**src/rtl/tournament_selector.sv**
```systemverilog
// tournament_selector
//
// Parent-selection stage of the GA datapath. Draws random candidates from the
// population memory, runs two back-to-back fitness tournaments (dad, then mom),
// and presents the winning pair to the crossover stage under valid/ready.
// The pair is held stable until the consumer accepts it.
//
// Ports:
//   clk            rising-edge clock
//   rst            synchronous reset, active low
//   ce             start request (sampled in IDLE and at the HOLD handshake)
//   random         random population index from the external generator
//   rand_ce        advances the random generator (every FETCH cycle)
//   mem_addr       population read address (= random during FETCH, else 0)
//   mem_re         population read enable; data returns one cycle later
//   mem_individual read data: chromosome
//   mem_fitness    read data: unsigned fitness
//   dad / mom      winners of the first / second tournament
//   dad_index      population address of dad
//   mom_index      population address of mom
//   out_valid      pair available
//   out_ready      consumer accepts the pair
//
// state | meaning
// ------+--------------------------------------------------------------
// IDLE  | waiting for ce; no reads issued
// FETCH | 2*T cycles: one random address issued per cycle
// DRAIN | last candidate's data is evaluated; no read issued
// HOLD  | pair presented with out_valid; leaves on handshake

module tournament_selector #(
  parameter int IndividualWidth = 32,
  parameter int FitnessWidth    = 16,
  parameter int PopulationSize  = 16,
  parameter int AddrWidth       = $clog2(PopulationSize),
  parameter int TournamentSize  = 2
) (
  input  logic                       clk,
  input  logic                       rst,
  input  logic                       ce,
  input  logic [AddrWidth-1:0]       random,
  output logic                       rand_ce,
  output logic [AddrWidth-1:0]       mem_addr,
  output logic                       mem_re,
  input  logic [IndividualWidth-1:0] mem_individual,
  input  logic [FitnessWidth-1:0]    mem_fitness,
  output logic [IndividualWidth-1:0] dad,
  output logic [IndividualWidth-1:0] mom,
  output logic [AddrWidth-1:0]       dad_index,
  output logic [AddrWidth-1:0]       mom_index,
  output logic                       out_valid,
  input  logic                       out_ready
);

  localparam int NumCand  = 2 * TournamentSize;
  localparam int CntWidth = $clog2(NumCand);

  // cand_cnt counts down from NumCand-1 to 0, so a candidate's position is
  // identified by its count value rather than an index:
  //   CntLoad     first dad candidate
  //   CntDadLast  last dad candidate (equals CntLoad when T=1)
  //   CntMomFirst first mom candidate
  //   0           last mom candidate
  localparam logic [CntWidth-1:0] CntLoad     = CntWidth'(NumCand - 1);
  localparam logic [CntWidth-1:0] CntDadLast  = CntWidth'(TournamentSize);
  localparam logic [CntWidth-1:0] CntMomFirst = CntWidth'(TournamentSize - 1);

  typedef enum logic [1:0] {
    S_IDLE  = 2'd0,
    S_FETCH = 2'd1,
    S_DRAIN = 2'd2,
    S_HOLD  = 2'd3
  } state_e;

  state_e                state_q,     state_d;
  logic [CntWidth-1:0]   cand_cnt_q,  cand_cnt_d;
  logic                  out_valid_q, out_valid_d;

  // Tracks the read in flight: valid flag, candidate position, issued address.
  logic                  eval_vld_q,  eval_vld_d;
  logic [CntWidth-1:0]   eval_cnt_q,  eval_cnt_d;
  logic [AddrWidth-1:0]  eval_addr_q, eval_addr_d;

  logic [FitnessWidth-1:0]    best_fit_q, best_fit_d;
  logic [IndividualWidth-1:0] best_ind_q, best_ind_d;
  logic [AddrWidth-1:0]       best_idx_q, best_idx_d;

  logic [IndividualWidth-1:0] dad_q,     dad_d;
  logic [IndividualWidth-1:0] mom_q,     mom_d;
  logic [AddrWidth-1:0]       dad_idx_q, dad_idx_d;
  logic [AddrWidth-1:0]       mom_idx_q, mom_idx_d;

  logic                       first_cand;
  logic                       take_new;
  logic [FitnessWidth-1:0]    win_fit;
  logic [IndividualWidth-1:0] win_ind;
  logic [AddrWidth-1:0]       win_idx;

  // Control FSM: next state, read issue and candidate tracking.
  always_comb begin
    state_d     = state_q;
    cand_cnt_d  = cand_cnt_q;
    out_valid_d = out_valid_q;
    eval_vld_d  = 1'b0;
    eval_cnt_d  = eval_cnt_q;
    eval_addr_d = eval_addr_q;
    mem_re      = 1'b0;
    rand_ce     = 1'b0;
    mem_addr    = '0;

    case (state_q)
      S_IDLE: begin
        if (ce) begin
          state_d    = S_FETCH;
          cand_cnt_d = CntLoad;
        end
      end

      S_FETCH: begin
        mem_re      = 1'b1;
        rand_ce     = 1'b1;
        mem_addr    = random;
        eval_vld_d  = 1'b1;
        eval_cnt_d  = cand_cnt_q;
        eval_addr_d = random;
        if (cand_cnt_q == '0) begin
          state_d = S_DRAIN;
        end else begin
          cand_cnt_d = cand_cnt_q - 1'b1;
        end
      end

      S_DRAIN: begin
        state_d     = S_HOLD;
        out_valid_d = 1'b1;
      end

      S_HOLD: begin
        if (out_valid_q && out_ready) begin
          out_valid_d = 1'b0;
          if (ce) begin
            state_d    = S_FETCH;
            cand_cnt_d = CntLoad;
          end else begin
            state_d = S_IDLE;
          end
        end
      end

      default: begin
        state_d = S_IDLE;
      end
    endcase
  end

  // Tournament evaluation on the returning read data. The first candidate of
  // each tournament loads unconditionally; later ones must be strictly fitter,
  // so ties keep the earlier candidate.
  always_comb begin
    first_cand = (eval_cnt_q == CntLoad) || (eval_cnt_q == CntMomFirst);
    take_new   = first_cand || (mem_fitness > best_fit_q);
    win_fit    = take_new ? mem_fitness    : best_fit_q;
    win_ind    = take_new ? mem_individual : best_ind_q;
    win_idx    = take_new ? eval_addr_q    : best_idx_q;

    best_fit_d = best_fit_q;
    best_ind_d = best_ind_q;
    best_idx_d = best_idx_q;
    dad_d      = dad_q;
    mom_d      = mom_q;
    dad_idx_d  = dad_idx_q;
    mom_idx_d  = mom_idx_q;

    if (eval_vld_q) begin
      best_fit_d = win_fit;
      best_ind_d = win_ind;
      best_idx_d = win_idx;
      if (eval_cnt_q == CntDadLast) begin
        dad_d     = win_ind;
        dad_idx_d = win_idx;
      end
      if (eval_cnt_q == '0) begin
        mom_d     = win_ind;
        mom_idx_d = win_idx;
      end
    end
  end

  always_ff @(posedge clk) begin
    if (!rst) begin
      state_q     <= S_IDLE;
      cand_cnt_q  <= '0;
      out_valid_q <= 1'b0;
      eval_vld_q  <= 1'b0;
      eval_cnt_q  <= '0;
      eval_addr_q <= '0;
      best_fit_q  <= '0;
      best_ind_q  <= '0;
      best_idx_q  <= '0;
      dad_q       <= '0;
      mom_q       <= '0;
      dad_idx_q   <= '0;
      mom_idx_q   <= '0;
    end else begin
      state_q     <= state_d;
      cand_cnt_q  <= cand_cnt_d;
      out_valid_q <= out_valid_d;
      eval_vld_q  <= eval_vld_d;
      eval_cnt_q  <= eval_cnt_d;
      eval_addr_q <= eval_addr_d;
      best_fit_q  <= best_fit_d;
      best_ind_q  <= best_ind_d;
      best_idx_q  <= best_idx_d;
      dad_q       <= dad_d;
      mom_q       <= mom_d;
      dad_idx_q   <= dad_idx_d;
      mom_idx_q   <= mom_idx_d;
    end
  end

  assign dad       = dad_q;
  assign mom       = mom_q;
  assign dad_index = dad_idx_q;
  assign mom_index = mom_idx_q;
  assign out_valid = out_valid_q;

endmodule
```
**config.mk**
```make
export PLATFORM = sky130hd
export DESIGN_NAME = tournament_selector
export DESIGN_NICKNAME = d
export VERILOG_FILES = /design/src/rtl/tournament_selector.sv
export SDC_FILE = /design/constraint.sdc
export NUM_CORES = 1
export LEC_CHECK = 0
export CORE_AREA = 3 3 115 117
export CTS_BUF_LIST = sky130_fd_sc_hd__clkbuf_4
export DETAILED_ROUTE_END_ITERATION = 8
export DIE_AREA = 0 0 118 120
export MAX_ROUTING_LAYER = met4
export PLACE_DENSITY = 0.86
export SKIP_LAST_GASP = 1
export SYNTH_ARGS = -nofsm -noshare
export SYNTH_HDL_FRONTEND = slang
export SYNTH_SLANG_ARGS = --single-unit
```
**constraint.sdc**
```tcl
create_clock -name clk -period 2.5 [get_ports clk]
set_clock_uncertainty 0.05 [all_clocks]
set_input_delay 0.75 -clock clk [delete_from_list [all_inputs] [get_ports clk]]
set_output_delay 0.75 -clock clk [all_outputs]
set_load 0.05 [all_outputs]
```
==> metrics.txt, run 1 <==
largest net degree at the start of global routing=120; Post-synth EDFFs=0; final worst path period share=99.5%; Initial Util=46.2%; Post-Synthesis Cells=668; first-pass GRT wire length=23,000 um; worst r2r path cells=9; nets@finish=877; area of the mapped netlist=5760 um^2; FMAX=402 MHz; Crit path required time=2880 ps; hold depth=2; Post-route DRC=0; Data arrival, critical path=2870 ps; vias in the first global route=4,840; #FFs+latches synth=136; Max Cap Viol=0; WHS=416 ps; min cycle time layout=2490 ps; # rows=41; H-Tree Level Count=4; Die X=118 um; worst min-delay path class=register to register; Worst-Margin Slew=584 ps; DP Cell Count=946; final WL=14,400 um; CTS tree=done; syn nets=745; sequential area share after synthesis=47.2%; worst skew pair latency=530 ps; Startpoint Class=input port; VDD IR max=951 uV; Pre-antenna DRT Iters=5; GRT Resource Usage Total=20.4%; critical path's slowest cell=clkdlybuf4s50_1; antenna violations before repair=1; Worst-path clk slew=110 ps; Synth area leader=dfxtp_1; dpl cell area=7440 um^2; Remaining Overflow, GRT=0; Crit. End Element=register; Synth cell types=35; # IOs=135; Final Hold Fails=0; CP max stage delay=420 ps; Yosys warning count=0; Final HPWL DP=9150 um; Final Non-Filler Cells=986; Crit Path Category=input port to register; post-DR wirelength/cell=14.6 um; static leakage=3.71 nW; Post-synth ARST share=0%; Power Density=868 nW/um^2; critical-path cell list=clkdlybuf4s50_1 > ha_1 > nand2_1 > nor4_2 > a21boi_4 > o31a_4 > nand2_8 > bufbuf_16 > mux2i_1; CTS sink cnt=136; Root Driver=clkbuf_4; Synth top area share=47.2%; layout cells sized above 1=10.9%; cts bufs inserted=17; ys flop type=dfxtp_1; final design instance area without fill=7900 um^2; area grow syn2layout=37.1%; Slew headroom=61.1%; Post-Syn Area per Cell=8.63 um^2; gpl congestion=0.789; die height=120 um; Final ANT Viol Nets=0; area of the core=12,500 um^2; crit-path max FO=7; routed vias=5,254; largest cells by area after synthesis=dfxtp_1 47%, nand2_1 12%, mux2i_1 9.4%, a31oi_1 7.8%, o21ai_0 6.4%; endpoints failing setup=0; CTS Buffer Depth=2; starting DRC count in detailed routing=375; die area=14,200 um^2; post-DR vias/cell=5.33; R2R Setup Slk=110 ps; final slew viol count=0; run status=completed; port bufs=134
-- where the power goes --
| part | internal, mW | switching [mW] | total (mW) |
|---|---|---|---|
| combinational | 1.02 | 1.69 | 2.71 |
| sequential | 2.50 | 0.186 | 2.68 |
| clock | 0.675 | 0.797 | 1.47 |
-- worst max-delay path: cells and delay by family --
kind | cells | cell delay, ps
AO/OA/AOI/OAI | 2 | 510
adder cells (fa/ha/maj) | 1 | 280
buffers and inverters | 2 | 720
multiplexers | 1 | 110
AND/OR/NAND/NOR | 3 | 480
-- cells in the final DEF, fill, tap and decap left out, types with 5 or more instances in the layout --
cell type and instances:
nand2_1 183, dfxtp_1 135, dlygate4sd2_1 75, o21ai_0 73, a31oi_1 72, mux2i_1 54
clkdlybuf4s50_1 41, inv_1 22, buf_4 20, clkbuf_4 17, buf_12 14, ha_4 11
dlymetal6s2s_1 11, nor2b_1 10, ha_1 10, a21oi_1 6, o21a_1 5
-- logic make-up after synthesis --
group	Yosys count	synth area share, %
AOI/OAI and AO/OA	171	17.6
adders and majority gates	21	4.56
buffers and inverters	72	5.80
DFF	136	47.2
muxes	54	9.38
and+or+nand+nor	214	15.4
-- synthesized netlist by cell type (2+ instances only) --
cell type    n
a21boi_0     2
a21o_1       2
a21oi_1      7
a31oi_1     72
and2_1       5
buf_2        3
buf_4        4
buf_6        6
clkbuf_1    36
dfxtp_1    136
ha_1        21
inv_1       22
mux2i_1     54
nand2_1    183
nand3_1      2
nand4_1      2
nor2_1       3
nor2b_1     10
nor3_1       4
o211a_1      2
o21a_1       5
o21ai_0     74
-- final cells by class --
cell class	count	area, um^2
Multi-Input combinational cell	460	2900
Clock inverter	15	160
Tap cell	172	215
Sequential cell	136	2720
Timing Repair Buffer	163	1690
Fill cell	1035	4560
Clock buffer	17	128
Antenna cell	1	2.50
Inverter	22	82.6
-- registers in the layout, summed over array words and instances (netlist names) --
signal       flops
best_ind_q      32
dad             32
mom             32
best_fit_q      16
best_idx_q       4
dad_index        4
eval_addr_q      4
mom_index        4
cand_cnt_q       2
eval_cnt_q       2
state_q          2
eval_vld_q       1
out_valid        1
-- stage by stage --
stage               power [mW]  TNS (ps)  util (%)  setup WS, ps
global placement          5.36    -71330      59.7          -603
CTS                       6.86     -7.48      62.2         -7.48
finish                    6.86         0      63.4          13.3
floorplan                 4.46      -882         -         -17.6
detailed placement        5.40    -77360      59.7          -673
global route              7.23     -94.8      63.4         -29.5
-- path summary, 6_finish.rpt --
kind,from,to
setup / recovery,mem_fitness[6],best_ind_q[16]
hold / removal,best_fit_q[14],best_fit_q[14]
setup reg to reg,best_fit_q[13],best_ind_q[16]
hold reg to reg,best_fit_q[14],best_fit_q[14]
-- metal layers --
metal / vias to the layer above / track usage (%) / part of all wire, % / routed length (um)
met5: - / - / 0 / 0
met2: 197 / 32.8 / 48 / 6910
li1: 2586 / - / - / -
met4: 0 / 8.86 / 1.5 / 216
met3: 22 / 3.91 / 5.6 / 803
met1: 2449 / 25.3 / 45 / 6460
-- repair_timing --
item,in CTS,in global routing
endpoints found under the hold margin,0,0
gates cloned,1,1
pin swaps,3,11
setup buffers,3,2
gates resized for setup,82,21
hold buffers,0,0
setup endpoints to repair,178,127
No activity file was read; power rests on OpenSTA's default activity.
==> run 2: changes to the inputs <==
==> config.mk (replaced) <==
export PLATFORM = sky130hd
export DESIGN_NAME = tournament_selector
export DESIGN_NICKNAME = d
export VERILOG_FILES = /design/src/rtl/tournament_selector.sv
export SDC_FILE = /design/constraint.sdc
export NUM_CORES = 1
export LEC_CHECK = 0
export CORE_AREA = 3 3 118 120
export CTS_BUF_LIST = sky130_fd_sc_hd__clkbuf_8 sky130_fd_sc_hd__clkbuf_16
export DETAILED_ROUTE_END_ITERATION = 8
export DIE_AREA = 0 0 121 123
export MAX_ROUTING_LAYER = met4
export PLACE_DENSITY = 0.83
export SKIP_LAST_GASP = 1
export SYNTH_ARGS = -nofsm -noshare
export SYNTH_HDL_FRONTEND = slang
export SYNTH_SLANG_ARGS = --single-unit
==> run 2 against run 1 <==
The run now ends with negative setup slack left. Wire length up 14%. Cell area up 8.0%. Power up 20%. Critical path depth up 2. Utilization up 1.8 points. Non-clock buffer count up 9. Maximum frequency down 0.78%. Global-route usage up 1.2 points. Largest power group unchanged. Sequential cell count unchanged. Largest cell class unchanged. Hold slack worse by 8.8 ps.
==> metrics.txt, run 2 (same netlist as run 1, synthesis figures left out) <==
DP Cell Count=948 (+0.21%); CTS tree=done; die area=14,900 um^2 (+5.1%); Final ANT Viol Nets=0 (unchanged); Switching Share=35.6% (-3.4 points); GRT Resource Usage Total=21.6% (+1.2 points); area grow syn2layout=48.1%; Gate power share=37.3% (-2.2 points); Post-route DRC=0 (unchanged); nets@finish=886 (+1.0%); vias in the first global route=5,198 (+7.4%); R2R Setup Slk=70 ps (-40 ps); run status=finished with violations; CTS Buffer Depth=2 (unchanged); worst min-delay path class=register to register; Final HPWL DP=9380 um (+2.5%); total negative slack=-6.31 ps (-6.31 ps); violated checks=negative setup slack; Worst-Margin Slew=549 ps (-34.2 ps); layout cells sized above 1=13.9% (+2.9 points); # IOs=135 (unchanged); # rows=42 (+2.4%); Startpoint Class=input port; Initial Util=44.1% (-2.2 points); Final Hold Fails=0 (unchanged); net switching power=2.94 mW (+9.8%); Clock Power Share=30.0% (+8.5 points); cts bufs inserted=17 (unchanged); routed wl met3=870 um (+8.3%); unrepaired setup endpoints after global routing=true; final slew viol count=0 (unchanged); post-DR wirelength/cell=16.4 um (+13%); Die X=121 um (+2.5%); Hold Buf Count CTS=0 (unchanged); H-Tree Level Count=4 (unchanged); Crit Path Category=input port to register; largest net degree at the start of global routing=98 (-18%); Crit path required time=2780 ps (-100 ps); area of the core=13,100 um^2 (+5.0%); Root Driver=clkbuf_16; antenna violations before repair=0 (-1); slack of the critical path=-6.31 ps (-19.6 ps); port bufs=134 (unchanged); Worst-path clk slew=60 ps (-50 ps); min cycle time layout=2510 ps (+19.6 ps); Final Non-Filler Cells=998 (+1.2%); wl on met1=7200 um (+11%); routed vias=5,360 (+2.0%); Power Density=967 nW/um^2 (+11%); Data arrival, critical path=2790 ps (-80 ps); most common cell after layout, fill and taps aside=nand2_1; Slew headroom=63.3% (+2.2 points); endpoints failing setup=1 (+1); worst slack at placement=-671 ps (+1.93 ps); top routing layer used=met4; routed length on met2=7800 um (+13%); worst skew pair latency=410 ps (-120 ps); sequential share of power=32.7% (-6.4 points); post-DR vias/cell=5.37 (+0.79%); Remaining Overflow, GRT=0 (unchanged); final worst path period share=100% (+0.78 points); gpl congestion=0.820 (+3.8%); Crit. End Element=register; CTS sink cnt=136 (unchanged); first-pass GRT wire length=24,900 um (+8.1%); Power Total=8.25 mW (+20%); FMAX=399 MHz (-0.78%); final WL=16,400 um (+14%); VDD IR max=905 uV (-4.8%); starting DRC count in detailed routing=336 (-10%); antenna cells=0 (-1); die height=123 um (+2.5%); crit-path max FO=6 (-1); Max Cap Viol=0 (unchanged); static leakage=3.58 nW (-3.4%); Power Internal=5.32 mW (+27%); most frequent cells in the layout=172 x nand2_1, 136 x dfxtp_1, 111 x clkdlybuf4s50_1, 73 x o21ai_0, 72 x a31oi_1; Pre-antenna DRT Iters=5 (unchanged)
## run 2: layer usage
metal / vias to the layer above / track usage [%]
li1: 2599 / -
met4: 0 / 10.7
met5: - / -
met3: 44 / 4.76
met2: 199 / 33.4
met1: 2518 / 26.9
## run 2: critical path, stage by stage
cell and delay (ps):
clkdlybuf4s15_1 230, ha_4 240, nor2b_1 130, o211ai_1 310, a21boi_4 110, buf_6 130, o31ai_4 270, buf_6 200
clkbuf_16 160, nand2_2 60, a31oi_1 190
## run 2: timing repair
item / 4_1_cts / 5_1_grt
gates cloned: 5 / 5
setup buffers: 7 / 2
pin swaps: 19 / 28
gates resized for setup: 37 / 29
endpoints found under the setup margin: 124 / 122
## run 2: final timing paths
| path | startpoint | to | depth (start not counted) |
|---|---|---|---|
| max reg2reg | best_fit_q[13] | best_fit_q[10] | 10 |
| max | mem_fitness[1] | mom[18] | 11 |
| min | best_ind_q[11] | best_ind_q[11] | 2 |
| min reg2reg | best_ind_q[11] | best_ind_q[11] | 2 |
## run 2: stage by stage
step           hold WS [ps]  instance area, um^2  util [%]
2_1_floorplan           388                 5820         -
3_3_place_gp            394                 7410      56.7
3_5_place_dp            403                 7410      56.7
4_1_cts                 410                 8320      63.5
5_1_grt                 429                 8530      65.2
6_report                407                 8530      65.2
## run 2: final cells by class
cell class / instances / area (um^2)
Multi-Input combinational cell: 460 / 2930
Tap cell: 176 / 220
Inverter: 22 / 82.6
Clock inverter: 12 / 125
Fill cell: 1011 / 4550
Sequential cell: 136 / 2720
Timing Repair Buffer: 172 / 1990
Clock buffer: 20 / 467
## run 2: power by group through the flow
stage,registers (mW),logic [mW],clock network [mW]
floorplan,3.32,1.15,0
global placement,2.72,2.62,0
detailed placement,2.73,2.66,0
CTS,2.69,2.91,2.51
global route,2.74,3.26,2.62
finish,2.70,3.08,2.47
==> run 3: changes to the inputs <==
--- a/config.mk
+++ b/config.mk
@@ -7,11 +7,12 @@
 export LEC_CHECK = 0
 export CORE_AREA = 3 3 118 120
 export CTS_BUF_LIST = sky130_fd_sc_hd__clkbuf_8 sky130_fd_sc_hd__clkbuf_16
+export CTS_CLUSTER_SIZE = 8
 export DETAILED_ROUTE_END_ITERATION = 8
 export DIE_AREA = 0 0 121 123
+export GPL_TIMING_DRIVEN = 0
 export MAX_ROUTING_LAYER = met4
 export PLACE_DENSITY = 0.83
-export SKIP_LAST_GASP = 1
 export SYNTH_ARGS = -nofsm -noshare
 export SYNTH_HDL_FRONTEND = slang
 export SYNTH_SLANG_ARGS = --single-unit
==> run 3 against run 2 <==
The run still ends with negative setup slack left. Power grew 5.2%. Final cell count grew 3.5%. Critical path depth is the same. Cell area grew 6.4%. Hold slack lost 0.81 ps. Global-route usage grew 3.1 points. Sequential share of layout area shrank 1.9 points. First-iteration DRC count grew 68%. Critical endpoint is now dad[9].
==> metrics.txt, run 3 (same netlist as run 1, synthesis figures left out) <==
layout cells sized above 1=19.6% (+5.7 points); nets@finish=923 (+4.2%); Power Density=957 nW/um^2 (-1.1%); R2R Setup Slk=-40 ps (-110 ps); final design instance area without fill=9080 um^2 (+6.4%); FMAX=388 MHz (-2.6%); most frequent cells in the layout=138 x nand2_1, 134 x dfxtp_1, 111 x clkdlybuf4s50_1, 73 x o21ai_0, 63 x a31oi_1; DP Cell Count=977 (+3.1%); worst r2r path cells=11 (+1); area of the core=13,100 um^2 (unchanged); violated checks=negative setup slack; port bufs=133 (-0.75%); final slew viol count=0 (unchanged); Power Total=8.68 mW (+5.2%); cts bufs inserted=17 (unchanged); WHS Endpoint=best_ind_q[31]; Pre-antenna DRT Iters=7 (+2); starting DRC count in detailed routing=563 (+68%); area grow syn2layout=57.5%; static leakage=3.80 nW (+6.2%); CTS sink cnt=136 (unchanged); Crit Path Category=input port to register; WP depth=11 (unchanged); Crit path required time=2800 ps (+20 ps); antenna cells=0 (unchanged); crit-path max FO=7 (+1); Hold Crit Start=best_ind_q[31]; Crit. End Element=register; Remaining Overflow, GRT=0 (unchanged); critical-path cell list=clkdlybuf4s15_2 > ha_4 > nand4_4 > nor4_4 > a21boi_4 > o31a_1 > buf_8 > buf_8 > clkbuf_16 > nand2_4 > a31oi_1; final worst path period share=103% (+2.7 points); Post-route DRC=0 (unchanged); Worst-Margin Slew=784 ps (+235 ps); GRT Resource Usage Total=24.7% (+3.1 points); largest net degree at the start of global routing=17 (-83%); Max Cap Viol=0 (unchanged); min cycle time layout=2570 ps (+68.1 ps); # rows=42 (unchanged); post-DR vias/cell=5.58 (+3.9%); cell class contributing the biggest share of worst-path delay=buffers and inverters; VDD IR max=573 uV (-37%); CP max stage delay=310 ps (about the same); worst skew pair latency=430 ps (+20 ps); endpoints failing setup=33 (+32); H-Tree Level Count=4 (unchanged); die area=14,900 um^2 (unchanged); Hold Buf Count CTS=0 (unchanged); gpl congestion=0.820 (about the same); vias in the first global route=5,672 (+9.1%); routed vias=5,765 (+7.6%); hold depth=2 (unchanged); CTS tree=done; Final HPWL DP=11,300 um (+21%); # IOs=135 (unchanged); dpl cell area=7370 um^2 (-0.57%); Startpoint Class=input port; final WL=19,000 um (+16%); utilization after layout=69.4% (+4.1 points); Buf+Inv Stages, Crit Path=4 (unchanged); R2R Path Start=best_fit_q[11]; Die X=121 um (unchanged); total negative slack=-489 ps (-482 ps); Slew headroom=47.7% (-16 points); Data arrival, critical path=2870 ps (+80 ps); worst min-delay path class=register to register; post-DR wirelength/cell=18.4 um (+12%); Final ANT Viol Nets=0 (unchanged); most common cell after layout, fill and taps aside=nand2_1; slack of the critical path=-74.4 ps (-68.1 ps); R2R Path End=dad[9]; antenna violations before repair=0 (unchanged); first-pass GRT wire length=28,000 um (+13%); Worst-path clk slew=60 ps (about the same); number of fill cells in the layout=904 (-11%); WHS=406 ps (-0.811 ps); unrepaired setup endpoints after global routing=true; run status=finished with violations; Initial Util=44.1% (unchanged); CTS Buffer Depth=2 (unchanged); Root Driver=clkbuf_16; worst slack at placement=-840 ps (-170 ps); die height=123 um (unchanged); Final Hold Fails=0 (unchanged); Final Non-Filler Cells=1,033 (+3.5%); critical path's slowest cell=ha_4; CP most frequent cell=buf_8
run 3: changes by cell type in the layout (fill, tap and decap cells not counted), moves of 6 or more:
cell	change
a31oi_1	-9
a31oi_4	+7
buf_12	-6
buf_6	+8
clkbuf_1	+35
nand2_1	-34
nand2_4	+30
run 3: final cells by class:
type | count | area [um^2] | area share [%]
plain buffers | 48 | 319 | 3.51
clock buffers | 20 | 467 | 5.14
clock inverters | 10 | 151 | 1.67
inverters | 22 | 82.6 | 0.910
multi-input cells | 461 | 3360 | 37.0
flip-flops and latches | 136 | 2730 | 30.0
well taps | 176 | 220 | 2.43
repair buffers | 160 | 1750 | 19.3
run 3: layer usage:
| metal | vias to the layer above | wire (um) | track usage (%) | part of all wire, % |
|---|---|---|---|---|
| met4 | 0 | 601 | 11.9 | 3.2 |
| met5 | - | 0 | - | 0 |
| met2 | 283 | 9380 | 39.3 | 49 |
| met1 | 2749 | 7650 | 30.2 | 40 |
| met3 | 50 | 1390 | 5.12 | 7.3 |
| li1 | 2683 | - | - | - |
run 3: worst min-delay path, stage by stage (launching register included):
cell	delay, ps
dfxtp_1	310
nand2_1	50
mux2i_1	50
run 3: where the power goes:
| part | leakage (nW) | switching (mW) | internal [mW] | total (mW) |
|---|---|---|---|---|
| Sequential | 1.10 | 0.235 | 2.50 | 2.74 |
| Combinational | 2.39 | 1.97 | 1.34 | 3.31 |
| Clock | 0.309 | 0.914 | 1.72 | 2.64 |
| Total | 3.80 | 3.11 | 5.57 | 8.68 |
run 3: worst max-delay path by stage:
| stage | from | endpoint | slack [ps] |
|---|---|---|---|
| global placement | mem_fitness[13] | mom[29] | -820 |
| CTS | state_q[1] | mem_addr[3] | -30 |
| global route | best_fit_q[11] | dad[9] | -160 |
| detailed placement | mem_fitness[15] | dad[29] | -840 |
| floorplan | mem_fitness[13] | best_fit_q[0] | -20 |
| finish | mem_fitness[15] | dad[9] | -70 |
run 3: repair_timing:
item / in CTS / in global routing
endpoints found under the setup margin: 130 / 129
setup buffers: 16 / 6
endpoints found under the hold margin: 0 / 0
gates resized for setup: 114 / 127
pin swaps: 33 / 79
gates cloned: 5 / 5
